## src/rtl/decode_queue_if.sv

```systemverilog
// Fetch-side and execute-side signal bundle for decode_queue.
// slave is the queue's view; master is the fetch/EX (or bench) view.
interface decode_queue_if #(
    parameter int DEPTH   = 2,
    parameter int ALUOP_W = 5
);
    localparam int CNT_W = $clog2(DEPTH) + 1;

    logic               flush_i;
    logic               instr_valid_i;
    logic               instr_ready_o;
    logic [31:0]        instr_i;
    logic [31:0]        pc_i;
    logic               dec_valid_o;
    logic               dec_ready_i;
    logic [31:0]        pc_o;
    logic [31:0]        imm_o;
    logic [4:0]         src1_addr_o;
    logic [4:0]         src2_addr_o;
    logic [4:0]         rd_addr_o;
    logic               regwrite_o;
    logic               alusrc_o;
    logic               jal_o;
    logic               jalr_o;
    logic               memread_o;
    logic               memwrite_o;
    logic [ALUOP_W-1:0] aluop_o;
    logic [2:0]         width_select_o;
    logic [1:0]         memtoreg_o;
    logic [11:0]        csr_addr_o;
    logic [4:0]         zimm_o;
    logic               illegal_o;
    logic [CNT_W-1:0]   count_o;

    modport slave (
        input  flush_i, instr_valid_i, instr_i, pc_i, dec_ready_i,
        output instr_ready_o, dec_valid_o, pc_o, imm_o,
               src1_addr_o, src2_addr_o, rd_addr_o,
               regwrite_o, alusrc_o, jal_o, jalr_o, memread_o, memwrite_o,
               aluop_o, width_select_o, memtoreg_o, csr_addr_o, zimm_o,
               illegal_o, count_o
    );

    modport master (
        output flush_i, instr_valid_i, instr_i, pc_i, dec_ready_i,
        input  instr_ready_o, dec_valid_o, pc_o, imm_o,
               src1_addr_o, src2_addr_o, rd_addr_o,
               regwrite_o, alusrc_o, jal_o, jalr_o, memread_o, memwrite_o,
               aluop_o, width_select_o, memtoreg_o, csr_addr_o, zimm_o,
               illegal_o, count_o
    );
endinterface

```

## src/rtl/decode_queue.sv

```systemverilog
// RV32I decoder feeding a DEPTH-entry FIFO of decoded control bundles.
// Define DECODE_RV32M_EN to accept the RV32M multiply/divide group.
module decode_queue #(
    parameter int DEPTH   = 2,
    parameter int ALUOP_W = 5
) (
    input  logic           clk_i,
    input  logic           rst_ni,
    decode_queue_if.slave  bus
);
    localparam int PTR_W = $clog2(DEPTH);
    localparam int CNT_W = PTR_W + 1;

    localparam logic [6:0] OP_LUI    = 7'b0110111;
    localparam logic [6:0] OP_AUIPC  = 7'b0010111;
    localparam logic [6:0] OP_JAL    = 7'b1101111;
    localparam logic [6:0] OP_JALR   = 7'b1100111;
    localparam logic [6:0] OP_BRANCH = 7'b1100011;
    localparam logic [6:0] OP_LOAD   = 7'b0000011;
    localparam logic [6:0] OP_STORE  = 7'b0100011;
    localparam logic [6:0] OP_IMM    = 7'b0010011;
    localparam logic [6:0] OP_OP     = 7'b0110011;
    localparam logic [6:0] OP_FENCE  = 7'b0001111;
    localparam logic [6:0] OP_SYSTEM = 7'b1110011;

    if (DEPTH < 2 || (DEPTH & (DEPTH - 1)) != 0) begin : g_bad_depth
        $error("decode_queue: DEPTH must be a power of two >= 2");
    end
`ifdef DECODE_RV32M_EN
    if (ALUOP_W < 5) begin : g_bad_aluop_w
        $error("decode_queue: RV32M decode needs ALUOP_W >= 5");
    end
`endif

    typedef struct packed {
        logic [31:0]        pc;
        logic [31:0]        imm;
        logic [4:0]         src1;
        logic [4:0]         src2;
        logic [4:0]         rd;
        logic               regwrite;
        logic               alusrc;
        logic               jal;
        logic               jalr;
        logic               memread;
        logic               memwrite;
        logic [ALUOP_W-1:0] aluop;
        logic [2:0]         width;
        logic [1:0]         memtoreg;
        logic [11:0]        csr;
        logic [4:0]         zimm;
        logic               illegal;
    } bundle_t;

    // Shared OP/OP-IMM arithmetic encoding; alt selects SUB / SRA.
    function automatic logic [3:0] alu_base(input logic [2:0] f3, input logic alt);
        case (f3)
            3'b000:  return alt ? 4'd1 : 4'd0;
            3'b001:  return 4'd2;
            3'b010:  return 4'd3;
            3'b011:  return 4'd4;
            3'b100:  return 4'd5;
            3'b101:  return alt ? 4'd7 : 4'd6;
            3'b110:  return 4'd8;
            default: return 4'd9;
        endcase
    endfunction

    logic [31:0] instr;
    logic [6:0]  opcode;
    logic [2:0]  f3;
    logic [6:0]  f7;
    logic [4:0]  rs1, rs2, rdf;
    logic [31:0] imm_i, imm_s, imm_b, imm_u, imm_j;
    logic        ill;
    bundle_t     dec;

    assign instr  = bus.instr_i;
    assign opcode = instr[6:0];
    assign f3     = instr[14:12];
    assign f7     = instr[31:25];
    assign rs1    = instr[19:15];
    assign rs2    = instr[24:20];
    assign rdf    = instr[11:7];
    assign imm_i  = {{20{instr[31]}}, instr[31:20]};
    assign imm_s  = {{20{instr[31]}}, instr[31:25], instr[11:7]};
    assign imm_b  = {{19{instr[31]}}, instr[31], instr[7], instr[30:25], instr[11:8], 1'b0};
    assign imm_u  = {instr[31:12], 12'b0};
    assign imm_j  = {{11{instr[31]}}, instr[31], instr[19:12], instr[20], instr[30:21], 1'b0};

    always_comb begin
        dec    = '0;
        ill    = 1'b0;
        dec.pc = bus.pc_i;
        case (opcode)
            OP_LUI, OP_AUIPC: begin
                dec.imm      = imm_u;
                dec.rd       = rdf;
                dec.regwrite = 1'b1;
                dec.alusrc   = 1'b1;
            end
            OP_JAL: begin
                dec.imm      = imm_j;
                dec.rd       = rdf;
                dec.regwrite = 1'b1;
                dec.jal      = 1'b1;
                dec.memtoreg = 2'b10;
            end
            OP_JALR: begin
                dec.imm      = imm_i;
                dec.src1     = rs1;
                dec.rd       = rdf;
                dec.regwrite = 1'b1;
                dec.alusrc   = 1'b1;
                dec.jalr     = 1'b1;
                dec.memtoreg = 2'b10;
                ill          = (f3 != 3'b000);
            end
            OP_BRANCH: begin
                dec.imm  = imm_b;
                dec.src1 = rs1;
                dec.src2 = rs2;
                case (f3)
                    3'b000:  dec.aluop = ALUOP_W'(10);
                    3'b001:  dec.aluop = ALUOP_W'(11);
                    3'b100:  dec.aluop = ALUOP_W'(12);
                    3'b101:  dec.aluop = ALUOP_W'(13);
                    3'b110:  dec.aluop = ALUOP_W'(14);
                    3'b111:  dec.aluop = ALUOP_W'(15);
                    default: ill = 1'b1;
                endcase
            end
            OP_LOAD: begin
                dec.imm      = imm_i;
                dec.src1     = rs1;
                dec.rd       = rdf;
                dec.regwrite = 1'b1;
                dec.alusrc   = 1'b1;
                dec.memread  = 1'b1;
                dec.memtoreg = 2'b01;
                case (f3)
                    3'b000:  dec.width = 3'b000;
                    3'b001:  dec.width = 3'b001;
                    3'b010:  dec.width = 3'b010;
                    3'b100:  dec.width = 3'b011;
                    3'b101:  dec.width = 3'b100;
                    default: ill = 1'b1;
                endcase
            end
            OP_STORE: begin
                dec.imm      = imm_s;
                dec.src1     = rs1;
                dec.src2     = rs2;
                dec.alusrc   = 1'b1;
                dec.memwrite = 1'b1;
                dec.width    = f3;
                ill          = (f3 > 3'b010);
            end
            OP_IMM: begin
                dec.src1     = rs1;
                dec.rd       = rdf;
                dec.regwrite = 1'b1;
                dec.alusrc   = 1'b1;
                dec.aluop    = ALUOP_W'(alu_base(f3, f3 == 3'b101 && f7[5]));
                if (f3 == 3'b001 || f3 == 3'b101) dec.imm = {27'b0, rs2};
                else                              dec.imm = imm_i;
                if (f3 == 3'b001) ill = (f7 != 7'b0000000);
                if (f3 == 3'b101) ill = (f7 != 7'b0000000) && (f7 != 7'b0100000);
            end
            OP_OP: begin
                dec.src1     = rs1;
                dec.src2     = rs2;
                dec.rd       = rdf;
                dec.regwrite = 1'b1;
                dec.aluop    = ALUOP_W'(alu_base(f3, f7[5]));
                ill = !((f7 == 7'b0000000) ||
                        (f7 == 7'b0100000 && (f3 == 3'b000 || f3 == 3'b101)));
`ifdef DECODE_RV32M_EN
                if (f7 == 7'b0000001) begin
                    dec.aluop = ALUOP_W'({2'b10, f3});
                    ill       = 1'b0;
                end
`endif
            end
            OP_FENCE: ;
            OP_SYSTEM: begin
                dec.imm      = imm_i;
                dec.src1     = rs1;
                dec.rd       = rdf;
                dec.regwrite = (f3 != 3'b000);
                dec.csr      = instr[31:20];
                dec.zimm     = rs1;
            end
            default: ill = 1'b1;
        endcase
        if (instr[1:0] != 2'b11) ill = 1'b1;
        // Illegal entries keep their fields for trap reporting but cause no side effects.
        if (ill) begin
            dec.regwrite = 1'b0;
            dec.memread  = 1'b0;
            dec.memwrite = 1'b0;
            dec.jal      = 1'b0;
            dec.jalr     = 1'b0;
        end
        dec.illegal = ill;
    end

    logic [PTR_W-1:0] wr_ptr, rd_ptr;
    logic [CNT_W-1:0] count;
    bundle_t          mem [DEPTH];
    bundle_t          head;
    logic             ready, valid, push, pop;

    assign ready = count < CNT_W'(DEPTH);
    assign valid = count != '0;
    assign push  = bus.instr_valid_i & ready & ~bus.flush_i;
    assign pop   = valid & bus.dec_ready_i & ~bus.flush_i;

    always_ff @(posedge clk_i or negedge rst_ni) begin
        if (!rst_ni) begin
            wr_ptr <= '0;
            rd_ptr <= '0;
            count  <= '0;
        end else if (bus.flush_i) begin
            wr_ptr <= '0;
            rd_ptr <= '0;
            count  <= '0;
        end else begin
            if (push) wr_ptr <= wr_ptr + PTR_W'(1);
            if (pop)  rd_ptr <= rd_ptr + PTR_W'(1);
            case ({push, pop})
                2'b10:   count <= count + CNT_W'(1);
                2'b01:   count <= count - CNT_W'(1);
                default: count <= count;
            endcase
        end
    end

    // Storage needs no reset: outputs are masked whenever the queue is empty.
    always_ff @(posedge clk_i) begin
        if (push) mem[wr_ptr] <= dec;
    end

    assign head = valid ? mem[rd_ptr] : '0;

    assign bus.instr_ready_o  = ready;
    assign bus.dec_valid_o    = valid;
    assign bus.count_o        = count;
    assign bus.pc_o           = head.pc;
    assign bus.imm_o          = head.imm;
    assign bus.src1_addr_o    = head.src1;
    assign bus.src2_addr_o    = head.src2;
    assign bus.rd_addr_o      = head.rd;
    assign bus.regwrite_o     = head.regwrite;
    assign bus.alusrc_o       = head.alusrc;
    assign bus.jal_o          = head.jal;
    assign bus.jalr_o         = head.jalr;
    assign bus.memread_o      = head.memread;
    assign bus.memwrite_o     = head.memwrite;
    assign bus.aluop_o        = head.aluop;
    assign bus.width_select_o = head.width;
    assign bus.memtoreg_o     = head.memtoreg;
    assign bus.csr_addr_o     = head.csr;
    assign bus.zimm_o         = head.zimm;
    assign bus.illegal_o      = head.illegal;
endmodule

```

## src/flat_wrapper.sv

```systemverilog
// flat-port wrapper written by rule: the top's interface ports become plain ports
module decode_queue_flat 
#(
    parameter int DEPTH   = 2,
    parameter int ALUOP_W = 5
)
  (clk_i, rst_ni, bus_flush_i, bus_instr_valid_i, bus_instr_i, bus_pc_i, bus_dec_ready_i, bus_instr_ready_o, bus_dec_valid_o, bus_pc_o, bus_imm_o, bus_src1_addr_o, bus_src2_addr_o, bus_rd_addr_o, bus_regwrite_o, bus_alusrc_o, bus_jal_o, bus_jalr_o, bus_memread_o, bus_memwrite_o, bus_aluop_o, bus_width_select_o, bus_memtoreg_o, bus_csr_addr_o, bus_zimm_o, bus_illegal_o, bus_count_o);
  decode_queue_if #(.DEPTH(DEPTH), .ALUOP_W(ALUOP_W)) bus_i ();
  input  logic clk_i;
  input  logic rst_ni;
  input wire logic [$bits(bus_i.flush_i)-1:0] bus_flush_i;
  input wire logic [$bits(bus_i.instr_valid_i)-1:0] bus_instr_valid_i;
  input wire logic [$bits(bus_i.instr_i)-1:0] bus_instr_i;
  input wire logic [$bits(bus_i.pc_i)-1:0] bus_pc_i;
  input wire logic [$bits(bus_i.dec_ready_i)-1:0] bus_dec_ready_i;
  output wire logic [$bits(bus_i.instr_ready_o)-1:0] bus_instr_ready_o;
  output wire logic [$bits(bus_i.dec_valid_o)-1:0] bus_dec_valid_o;
  output wire logic [$bits(bus_i.pc_o)-1:0] bus_pc_o;
  output wire logic [$bits(bus_i.imm_o)-1:0] bus_imm_o;
  output wire logic [$bits(bus_i.src1_addr_o)-1:0] bus_src1_addr_o;
  output wire logic [$bits(bus_i.src2_addr_o)-1:0] bus_src2_addr_o;
  output wire logic [$bits(bus_i.rd_addr_o)-1:0] bus_rd_addr_o;
  output wire logic [$bits(bus_i.regwrite_o)-1:0] bus_regwrite_o;
  output wire logic [$bits(bus_i.alusrc_o)-1:0] bus_alusrc_o;
  output wire logic [$bits(bus_i.jal_o)-1:0] bus_jal_o;
  output wire logic [$bits(bus_i.jalr_o)-1:0] bus_jalr_o;
  output wire logic [$bits(bus_i.memread_o)-1:0] bus_memread_o;
  output wire logic [$bits(bus_i.memwrite_o)-1:0] bus_memwrite_o;
  output wire logic [$bits(bus_i.aluop_o)-1:0] bus_aluop_o;
  output wire logic [$bits(bus_i.width_select_o)-1:0] bus_width_select_o;
  output wire logic [$bits(bus_i.memtoreg_o)-1:0] bus_memtoreg_o;
  output wire logic [$bits(bus_i.csr_addr_o)-1:0] bus_csr_addr_o;
  output wire logic [$bits(bus_i.zimm_o)-1:0] bus_zimm_o;
  output wire logic [$bits(bus_i.illegal_o)-1:0] bus_illegal_o;
  output wire logic [$bits(bus_i.count_o)-1:0] bus_count_o;
  assign bus_i.flush_i = bus_flush_i;
  assign bus_i.instr_valid_i = bus_instr_valid_i;
  assign bus_i.instr_i = bus_instr_i;
  assign bus_i.pc_i = bus_pc_i;
  assign bus_i.dec_ready_i = bus_dec_ready_i;
  assign bus_instr_ready_o = bus_i.instr_ready_o;
  assign bus_dec_valid_o = bus_i.dec_valid_o;
  assign bus_pc_o = bus_i.pc_o;
  assign bus_imm_o = bus_i.imm_o;
  assign bus_src1_addr_o = bus_i.src1_addr_o;
  assign bus_src2_addr_o = bus_i.src2_addr_o;
  assign bus_rd_addr_o = bus_i.rd_addr_o;
  assign bus_regwrite_o = bus_i.regwrite_o;
  assign bus_alusrc_o = bus_i.alusrc_o;
  assign bus_jal_o = bus_i.jal_o;
  assign bus_jalr_o = bus_i.jalr_o;
  assign bus_memread_o = bus_i.memread_o;
  assign bus_memwrite_o = bus_i.memwrite_o;
  assign bus_aluop_o = bus_i.aluop_o;
  assign bus_width_select_o = bus_i.width_select_o;
  assign bus_memtoreg_o = bus_i.memtoreg_o;
  assign bus_csr_addr_o = bus_i.csr_addr_o;
  assign bus_zimm_o = bus_i.zimm_o;
  assign bus_illegal_o = bus_i.illegal_o;
  assign bus_count_o = bus_i.count_o;
  decode_queue #(.DEPTH(DEPTH), .ALUOP_W(ALUOP_W)) u_core (.clk_i(clk_i), .rst_ni(rst_ni), .bus(bus_i));
endmodule
```

## config.mk

```make
export PLATFORM = sky130hd
export DESIGN_NAME = decode_queue_flat
export DESIGN_NICKNAME = d
export VERILOG_FILES = /design/src/rtl/decode_queue_if.sv /design/src/rtl/decode_queue.sv /design/src/flat_wrapper.sv
export SDC_FILE = /design/constraint.sdc
export NUM_CORES = 1
export LEC_CHECK = 0
export ABC_AREA = 1
export CAP_MARGIN = 0
export CORE_UTILIZATION = 30
export DETAILED_ROUTE_END_ITERATION = 12
export RECOVER_POWER = 100
export SETUP_SLACK_MARGIN = 0.15
export SLEW_MARGIN = 20
export SYNTH_ARGS = -nofsm -noshare
export SYNTH_HDL_FRONTEND = slang
export SYNTH_SLANG_ARGS = --single-unit
```

## constraint.sdc

```tcl
create_clock -name clk_i -period 11.3 [get_ports clk_i]
set_input_delay 1.13 -clock clk_i [delete_from_list [all_inputs] [get_ports clk_i]]
set_output_delay 1.13 -clock clk_i [all_outputs]
set_load 0.01 [all_outputs]
```

==> flow_summary_export.csv <==
group,metric,value,unit
place,gp_congestion,0.852,
sta,whs,0.522,ns
drt,ant_nets,0,
die,coreArea,31800,µm²
critical_path,arrival,7.29,ns
yosys,synthFlopType,"edfxtp_1",
sta,hold_violations,0,
global_routing,gr-usage-all-layers,15.9,%
clocking,path_clk_slew,0.05,ns
yosys,synth_most_common_cell,"nand2_1",
finish,drive_above_1_share,4.91,%
drt,viasPerCell,4.70,
drt,wl_per_cell,17.7,µm
die,die_width,183,µm
global_routing,antenna_found_initial,1,
outcome,status,"finished with violations",
flow_run,maxCapViolations,8,
yosys,yosysTopAreaCell,"edfxtp_1",
power_and_ir_drop,p_per_area,214,nW/µm²
clocking,post_cts_resize_count,0,
clocking,root_buffer,"clkbuf_16",
finish,fin_nets,1129,
die,rows,65,
yosys,synth.distinct_cells,27,
critical_path,path_cells,"dlygate4sd3_1, inv_1, nand3_1, nor2_4, clkbuf_1, clkbuf_1",
yosys,synth-async-reset-ratio,1.75,%
critical_path,required,11.35,ns
sta,rsz0062_at_grt,"false",
yosys,ys_top_cells_by_area,"edfxtp_1 69%, nand2_1 11%, a21oi_1 6.2%",
sta,finalClockSkew,0.00849,ns
die,start_util,30.8,%
finish,design_area,12800,µm²
yosys,synth_top_cell_area_share,68.8,%
clocking,cts_tree,"done",
clocking,clock_path_buffers,3,
power_and_ir_drop,irDropWorstVdd,0.109,mV
global_routing,grt_pass1_vias,7018,
clocking,post_cts_buffers,0,
critical_path,rrSetupSlack,4.85,ns
global_routing,grt_pass1_wl,40.8,mm
sta,layout_min_cycle_time,7.24,ns
sta,tightest_slew,3.60,ns
yosys,synth-seq-cells,228,
critical_path,max_stage_delay,2.69,ns
place,portBuffers,184,
drt,drc,0,
critical_path,cp_max_fo,59,
worst_hold_path,hold_path_class,"flip-flop to flip-flop",
clocking,h-tree-depth,1,
yosys,synth-seq-area-share,69.8,%
critical_path,start_kind,"input pin",
sta,fin_tns_setup,0,ns
drt,drt_wl_total,26.8,mm
clocking,clk_latency,0.53,ns
clocking,hold_buffers,0,
critical_path,crit_family,"buffers and inverters",
power_and_ir_drop,leakage,4.95,nW
finish,area_delta_synth_final,31.0,%
clocking,cts_made_buffers,27,
place,dp.cells,1466,
die,ioPinCount,186,
die,die_area,33300,µm²
sta,period_share,64.1,%
critical_path,cp-end-kind,"flip-flop",
drt,vias,7122,
drt,drt_iter0_drc,614,
critical_path,cpMostUsedCell,"clkbuf_1",
place,dpl.hpwl,16.9,mm
yosys,yosys-top-cells-count,"280 x nand2_1, 224 x edfxtp_1, 121 x a21oi_1",
critical_path,worstSetupPathType,"input pin to flip-flop",
yosys,mappedNetlistArea,9780,µm²
drt,drtPass1Iterations,5,
sta,finalMaxSlewViolations,442,
yosys,synth_nets,956,
global_routing,grt_max_degree,88,
sta,setup_viol,0,
yosys,synth-edff-count,224,
yosys,synth-warning-count,0,
critical_path,crit_path_top_delay_cell,"clkbuf_1",
critical_path,critPathBufInv,4,
place,place_area,12100,µm²
yosys,synthCells,887,
finish,final_cells,1516,
yosys,syn_area_per_cell,11.0,µm²
clocking,cts.sink_count,228,
outcome,violations,"max-capacitance violations, max-slew violations",
sta,clock.fmax,138,MHz
die,die_h,183,µm
sta,slew_headroom,-140,%
global_routing,grt_remaining_overflow,0,
[layout by cell type (no fill, tap or decap), types with 4 or more instances in the layout]
cell type,count
clkinv_1,8
o22ai_1,7
nor3_1,4
nor2_1,62
dfrtp_1,4
nand3_1,38
nand2_1,285
edfxtp_1,224
o21ai_0,12
a41oi_1,6
clkbuf_16,27
bufinv_16,4
clkbuf_1,9
a21oi_1,121
nand4_1,13
inv_1,48
dlygate4sd3_1,150
clkdlybuf4s50_1,34
[state kept, by name (all words and copies together) (netlist names)]
signal and count:
u_core.wr_ptr 1, u_core.mem 224, u_core.bus.count_o 2, u_core.rd_ptr 1
[through the flow]
step                      utilization, %  power (mW)  setup slack [ns]
after floorplan                        -        1.46              4.70
after global placement              37.8        1.95              7.15
after detailed placement            37.9        1.97              7.16
after CTS                           40.7        2.84              6.58
after global routing                40.3        2.88              3.39
final                               40.3        2.74              4.06
[report_power, final]
group          switching, mW  internal, mW  leakage [nW]  total (mW)
Sequential            0.0354          1.01          2.21        1.05
Combinational          0.479         0.353          2.32       0.831
Clock                  0.338         0.526         0.426       0.864
Total                  0.852          1.89          4.95        2.74
[metal layers]
layer,wire length [µm],vias to the layer above,share of wire (%),global-route usage [%]
li1,-,3416,-,-
met1,11800,3408,44,21.2
met2,12500,254,47,26.1
met3,1800,44,6.7,3.35
met4,650,0,2.4,4.34
met5,0,-,0,0
[kinds of logic (layout without fill, tap and decap cells)]
kind of cell / Yosys count / count (layout) / synth area share, %
AO/OA/AOI/OAI: 147 / 147 / 7.87
buffers and inverters: 100 / 293 / 4.28
flip-flops: 228 / 228 / 69.8
other: 1 / 2 / 0.0383
AND/OR/NAND/NOR: 411 / 411 / 18.0
[path summary, 6_finish.rpt]
| kind | cells past startpoint | end | start |
|---|---|---|---|
| min | 1 | u_core.bus.count_o[0] | u_core.bus.count_o[0] |
| min reg2reg | 1 | u_core.bus.count_o[0] | u_core.bus.count_o[0] |
| min in group asynchronous | 1 | u_core.rd_ptr | rst_ni |
| max in group asynchronous | 1 | u_core.bus.count_o[0] | rst_ni |
| max | 6 | u_core.mem[1][16] | bus_flush_i |
| max reg2reg | 5 | u_core.mem[1][16] | u_core.bus.count_o[1] |
[layout make-up]
cell class,instances,area [µm²]
fillers,3085,19000
diodes,1,2.50
well taps,435,544
repair buffers,192,1900
multi-input cells,559,2460
inverters,52,198
clock inverters,19,198
clock buffers,30,687
flip-flops and latches,228,6830
Power figures use the tool's default switching activity.
